File: src/rtl/mem_bus_arbiter_pkg.sv
// Shared encodings for the ibus/dbus memory-port arbiter.
package mem_bus_arbiter_pkg;

    // Arbiter FSM states
    typedef enum logic {
        ARB_IDLE = 1'b0,
        ARB_WAIT = 1'b1
    } arb_state_e;

    // Owner of the single outstanding transaction
    typedef enum logic {
        OWN_IBUS = 1'b0,
        OWN_DBUS = 1'b1
    } arb_owner_e;

    // Response-timeout counter width; TIMEOUT must fit in it
    localparam int CNT_W = 8;

endpackage

File: src/rtl/mem_bus_arbiter.sv
// Shares one data-memory port between instruction fetch (ibus) and the LSU
// (dbus). One outstanding transaction, fixed dbus priority, responses routed
// to the owner, bus error returned when memory never answers.
module mem_bus_arbiter
    import mem_bus_arbiter_pkg::*;
#(
    parameter int ADDR_W  = 32,
    parameter int DATA_W  = 32,
    parameter int TIMEOUT = 255
) (
    input  logic                clk,
    input  logic                rst,

    input  logic                ibus_req,
    input  logic [ADDR_W-1:0]   ibus_addr,
    output logic                ibus_ready,
    output logic                ibus_rvalid,
    output logic [DATA_W-1:0]   ibus_rdata,
    output logic                ibus_err,

    input  logic                dbus_req,
    input  logic                dbus_write,
    input  logic [ADDR_W-1:0]   dbus_addr,
    input  logic [DATA_W-1:0]   dbus_wdata,
    input  logic [DATA_W/8-1:0] dbus_wstrb,
    output logic                dbus_ready,
    output logic                dbus_rvalid,
    output logic [DATA_W-1:0]   dbus_rdata,
    output logic                dbus_err,

    output logic                mem_req,
    output logic                mem_write,
    output logic [ADDR_W-1:0]   mem_addr,
    output logic [DATA_W-1:0]   mem_wdata,
    output logic [DATA_W/8-1:0] mem_wstrb,
    input  logic                mem_ready,
    input  logic                mem_rvalid,
    input  logic [DATA_W-1:0]   mem_rdata
);

    localparam logic [CNT_W-1:0] CNT_LAST = CNT_W'(TIMEOUT - 1);

    arb_state_e       state_q, state_d;
    arb_owner_e       owner_q, owner_d;
    logic [CNT_W-1:0] cnt_q,   cnt_d;

    logic       any_req;
    arb_owner_e sel;
    logic       accept;
    logic       timeout_hit;
    logic       rsp_fire;

    // dbus always wins; ibus only when the LSU is quiet
    always_comb begin
        any_req     = ibus_req | dbus_req;
        sel         = dbus_req ? OWN_DBUS : OWN_IBUS;
        accept      = (state_q == ARB_IDLE) && any_req && mem_ready && !rst;
        timeout_hit = (state_q == ARB_WAIT) && !mem_rvalid && (cnt_q == CNT_LAST);
        rsp_fire    = (state_q == ARB_WAIT) && (mem_rvalid || timeout_hit) && !rst;
    end

    // State register with synchronous reset
    always_ff @(posedge clk) begin
        if (rst) begin
            state_q <= ARB_IDLE;
            owner_q <= OWN_IBUS;
            cnt_q   <= '0;
        end else begin
            state_q <= state_d;
            owner_q <= owner_d;
            cnt_q   <= cnt_d;
        end
    end

    // Next-state: accept in IDLE, wait for response or timeout in WAIT
    always_comb begin
        state_d = state_q;
        owner_d = owner_q;
        cnt_d   = cnt_q;
        case (state_q)
            ARB_IDLE: begin
                if (accept) begin
                    state_d = ARB_WAIT;
                    owner_d = sel;
                    cnt_d   = '0;
                end
            end
            ARB_WAIT: begin
                if (mem_rvalid || timeout_hit) begin
                    state_d = ARB_IDLE;
                end else begin
                    cnt_d = cnt_q + 1'b1;
                end
            end
            default: state_d = ARB_IDLE;
        endcase
    end

    // Outputs: request forwarding from the selected bus, response routing to owner
    always_comb begin
        mem_req     = 1'b0;
        mem_write   = 1'b0;
        mem_addr    = ibus_addr;
        mem_wdata   = dbus_wdata;
        mem_wstrb   = '0;
        ibus_ready  = 1'b0;
        dbus_ready  = 1'b0;
        ibus_rvalid = 1'b0;
        dbus_rvalid = 1'b0;
        ibus_err    = 1'b0;
        dbus_err    = 1'b0;
        // non-owner rdata is don't-care; pass memory data straight through
        ibus_rdata  = mem_rdata;
        dbus_rdata  = mem_rdata;

        if (sel == OWN_DBUS) begin
            mem_write = dbus_write;
            mem_addr  = dbus_addr;
            mem_wstrb = dbus_wstrb;
        end

        if (state_q == ARB_IDLE && !rst) begin
            mem_req    = any_req;
            ibus_ready = accept && (sel == OWN_IBUS);
            dbus_ready = accept && (sel == OWN_DBUS);
        end

        if (rsp_fire) begin
            if (owner_q == OWN_DBUS) begin
                dbus_rvalid = 1'b1;
                dbus_err    = timeout_hit;
                if (timeout_hit) dbus_rdata = '0;
            end else begin
                ibus_rvalid = 1'b1;
                ibus_err    = timeout_hit;
                if (timeout_hit) ibus_rdata = '0;
            end
        end
    end

endmodule

File: config.mk
export PLATFORM = sky130hd
export DESIGN_NAME = mem_bus_arbiter
export DESIGN_NICKNAME = d
export VERILOG_FILES = /design/src/rtl/mem_bus_arbiter_pkg.sv /design/src/rtl/mem_bus_arbiter.sv
export SDC_FILE = /design/constraint.sdc
export NUM_CORES = 1
export LEC_CHECK = 0
export CORE_AREA = 5 5 105 107
export CTS_BUF_LIST = sky130_fd_sc_hd__clkbuf_4 sky130_fd_sc_hd__clkbuf_8
export CTS_CLUSTER_SIZE = 10
export DETAILED_ROUTE_END_ITERATION = 10
export DIE_AREA = 0 0 110 112
export HOLD_SLACK_MARGIN = 0.02
export PLACE_DENSITY = 0.63
export SYNTH_ARGS = -nofsm -noshare
export SYNTH_HDL_FRONTEND = slang
export SYNTH_SLANG_ARGS = --single-unit
File: constraint.sdc
create_clock -name clk -period 1.8 [get_ports clk]
set_input_delay 0.36 -clock clk [delete_from_list [all_inputs] [get_ports clk]]
set_output_delay 0.36 -clock clk [all_outputs]
set_load 0.01 [all_outputs]
==> impl_metrics.yaml <==
power_and_ir_drop:
  power_density_nw_per_um2: 313
  p_comb_share_pct: 58.4
  p_sw_w: 0.000356
  report.power.total_w: 0.00124
  p_int_w: 0.000881
  clock_power_share_pct: 23.2
  ir_drop_mv: 0.164
  switching_share_pct: 28.8
  p_seq_share_pct: 18.3
  power_leakage_nw: 1.77
global_route:
  first_global_vias: 2559
  grt_first_pass_wirelength_microns: 13300
  grt_usage_pct: 13.5
  grt_max_degree: 34
  overflow: 0
  antenna_found_initial: 0
detailed_routing:
  vias_per_cell: 4.12
  wl_microns: 9010
  remaining_drc_errors: 0
  firstDrtPassIters: 4
  num_vias: 2335
  drt-initial-drc-count: 38
  routedWlPerCell_microns: 15.9
  postRouteAntennaNets: 0
cells_and_area:
  nNetsFinal: 573
  diodes: 0
  drive_gt1_share_pct: 41.5
  ff_latch_area_sq_um: 204
  synthToLayoutAreaGrowth_pct: 137
  fill_cells: 1061
  multiInputGateArea_sq_um: 1260
  utilization_pct: 39.4
  fin_cells: 567
critical_path:
  reg2reg_from: "state_q"
  cp_max_fo: 8
  cp-end-kind: "primary output"
  r2r_cells: 11
  path_class: "reg2out"
  startpoint: "cnt_q[0]"
  crit_path_cell_trace: "inv_2 -> ha_4 -> nand3_4 -> nor2_4 -> and3_4 -> buf_12 -> buf_16 -> nor2b_1 -> buf_2"
  crit_cells: 9
  r2r_slack_ns: 0.06
  path_delay_family: "simple AND/OR/NAND/NOR gates"
  critPathLaunchType: "register"
  slowest_delay_ns: 0.32
  worst_path_max_delay_cell: "dfxtp_2"
  crit_path_end: "ibus_rdata[29]"
  cp.arrival_ns: 1.64
  path_buf_inv: 4
  regToRegEndpoint: "cnt_q[4]"
  cp.required_ns: 1.44
yosys:
  async_reset_ff_share_pct: 0
  synthesis.area_sq_um: 1670
  synth-edff-count: 0
  yosys_most_used_dff: "dfxtp_1"
  ys_types: 33
  synthMostInstantiatedCell: "and2_1"
  ys_warn_count: 0
  syn_area_per_cell_sq_um: 7.77
  synthCells: 215
  synthTopCellsByCount: "37 x and2_1, 36 x buf_4, 32 x mux2_2, 32 x nor2b_1, 10 x dfxtp_1"
  synth_top_cell_by_area: "mux2_2"
  yosysSeqAreaShare_pct: 12.0
  synthesis.nets: 356
  synth_area_leaders: "mux2_2 22%, buf_4 16%, and2_1 14%, dfxtp_1 12%, nor2b_1 12%"
  synth.top_cell.area_share_pct: 21.6
  synth-seq-cells: 10
sta:
  layout_min_cycle_time_ns: 2.00
  tightest_slew_ns: 0.241
  fmax_mhz: 499
  setup_tns_ns: -9.22
  finalSetupViolations: 66
  hold_viol: 0
  slew_violations: 0
  clock_skew_ns: 0.00308
  grt_setup_unrepaired: "yes"
  relSlewSlack_pct: 83.8
  fin_crit_sh_pct: 111
  layout_setup_ws_ns: -0.205
cts:
  tritoncts: "built"
  cts.sinks: 10
  numCtsBuffers: 3
  clk_latency_ns: 0.24
  clk_pin_slew_worst_paths_ns: 0.05
  clock_path_buffers: 2
  cts_hold_buf: 0
  cts_root_buffer: "clkbuf_8"
  htreeDepth: 1
die:
  die_y_microns: 112
  num_rows: 37
  core-area_sq_um: 10000
  die-area_sq_um: 12300
  die_w_microns: 110
  start_util_pct: 16.6
  io_pins: 279
min_path:
  hold_class: "reg2reg"
run_status:
  status: "complete, but fails checks"
  violations: "setup timing"
placed_design:
  dp.cells: 546
  portBuffers: 214
  preCtsSetupSlack_ns: -0.629
  hpwl_microns: 7240
  gp_congestion: 0.794
run:
  maxCapViolations: 0
-- repair_timing --
action / CTS / global route
setup buffers: 14 / 3
gates cloned: 5 / 0
setup endpoints to repair: 108 / 76
pin swaps: 5 / 5
resized for setup: 345 / 30
-- cells in the final DEF, fill, tap and decap left out, types with 3 or more instances in the layout --
cell	count
clkdlybuf4s15_1	4
dlygate4sd2_1	37
buf_12	3
and2_1	33
dfxtp_2	3
buf_2	59
and2_4	4
buf_4	32
nor2b_1	25
a21oi_1	5
a21oi_2	3
a31oi_1	3
mux2_2	32
inv_1	5
dfxtp_1	7
nor2b_4	5
clkdlybuf4s50_1	102
buf_16	4
nand3_1	6
clkbuf_8	4
and3_1	3
buf_6	13
nor2_1	6
-- per-stage QoR --
step                      instance area, sq um  hold WS [ns]
final                                     3950         0.529
after global routing                      3950         0.587
after CTS                                 3910         0.529
after detailed placement                  3890         0.522
after global placement                    3890         0.506
after floorplan                           1670         0.438
-- area by class of cell --
cell class,count,area share (%)
Timing Repair Buffer,255,56.7
Multi-Input combinational cell,156,31.9
Sequential cell,10,5.16
Tap cell,136,4.30
Clock buffer,4,1.39
Inverter,6,0.570
-- worst min path at each step --
| stage | from | to | slack, ns | cells past startpoint |
|---|---|---|---|---|
| floorplan | cnt_q[7] | cnt_q[7] | 0.44 | 1 |
| global placement | cnt_q[6] | cnt_q[6] | 0.51 | 2 |
| detailed placement | cnt_q[6] | cnt_q[6] | 0.52 | 2 |
| CTS | cnt_q[6] | cnt_q[6] | 0.53 | 2 |
| global route | cnt_q[1] | cnt_q[1] | 0.59 | 2 |
| finish | cnt_q[6] | cnt_q[6] | 0.53 | 2 |
-- per-layer routing --
layer / vias up / share of wire [%] / GRT usage (%)
met5: - / 0 / 0
li1: 1117 / - / -
met3: 14 / 12 / 5.16
met1: 1050 / 31 / 11.7
met4: 0 / 1.6 / 2.99
met2: 154 / 55 / 27.9
-- power groups by stage --
stage,registers [W],clock network (W),logic [W]
6_report,0.000227,0.000288,0.000723
5_1_grt,0.000227,0.000307,0.000773
4_1_cts,0.000226,0.000295,0.000713
3_5_place_dp,0.000231,0,0.000799
3_3_place_gp,0.000231,0,0.000795
2_1_floorplan,0.000232,0,0.000310
-- cells by family (layout without fill, tap and decap cells) --
family | Yosys count | in the layout | share of synthesized area (%)
compound gates | 19 | 19 | 6.97
fa+ha+maj | 2 | 2 | 1.50
buf+inv | 49 | 265 | 19.6
flops | 10 | 10 | 12.0
mux | 32 | 32 | 21.6
simple gates | 103 | 103 | 38.4
-- flip-flops by register name (all words and copies together) (netlist names) --
register,flops
cnt_q,8
owner_q,1
state_q,1
-- worst min-delay path, stage by stage (launching register included) --
cell      delay (ns)
dfxtp_1         0.33
nand3_1         0.07
o211ai_1        0.08
Note: power is estimated with default switching activity, not from simulation.
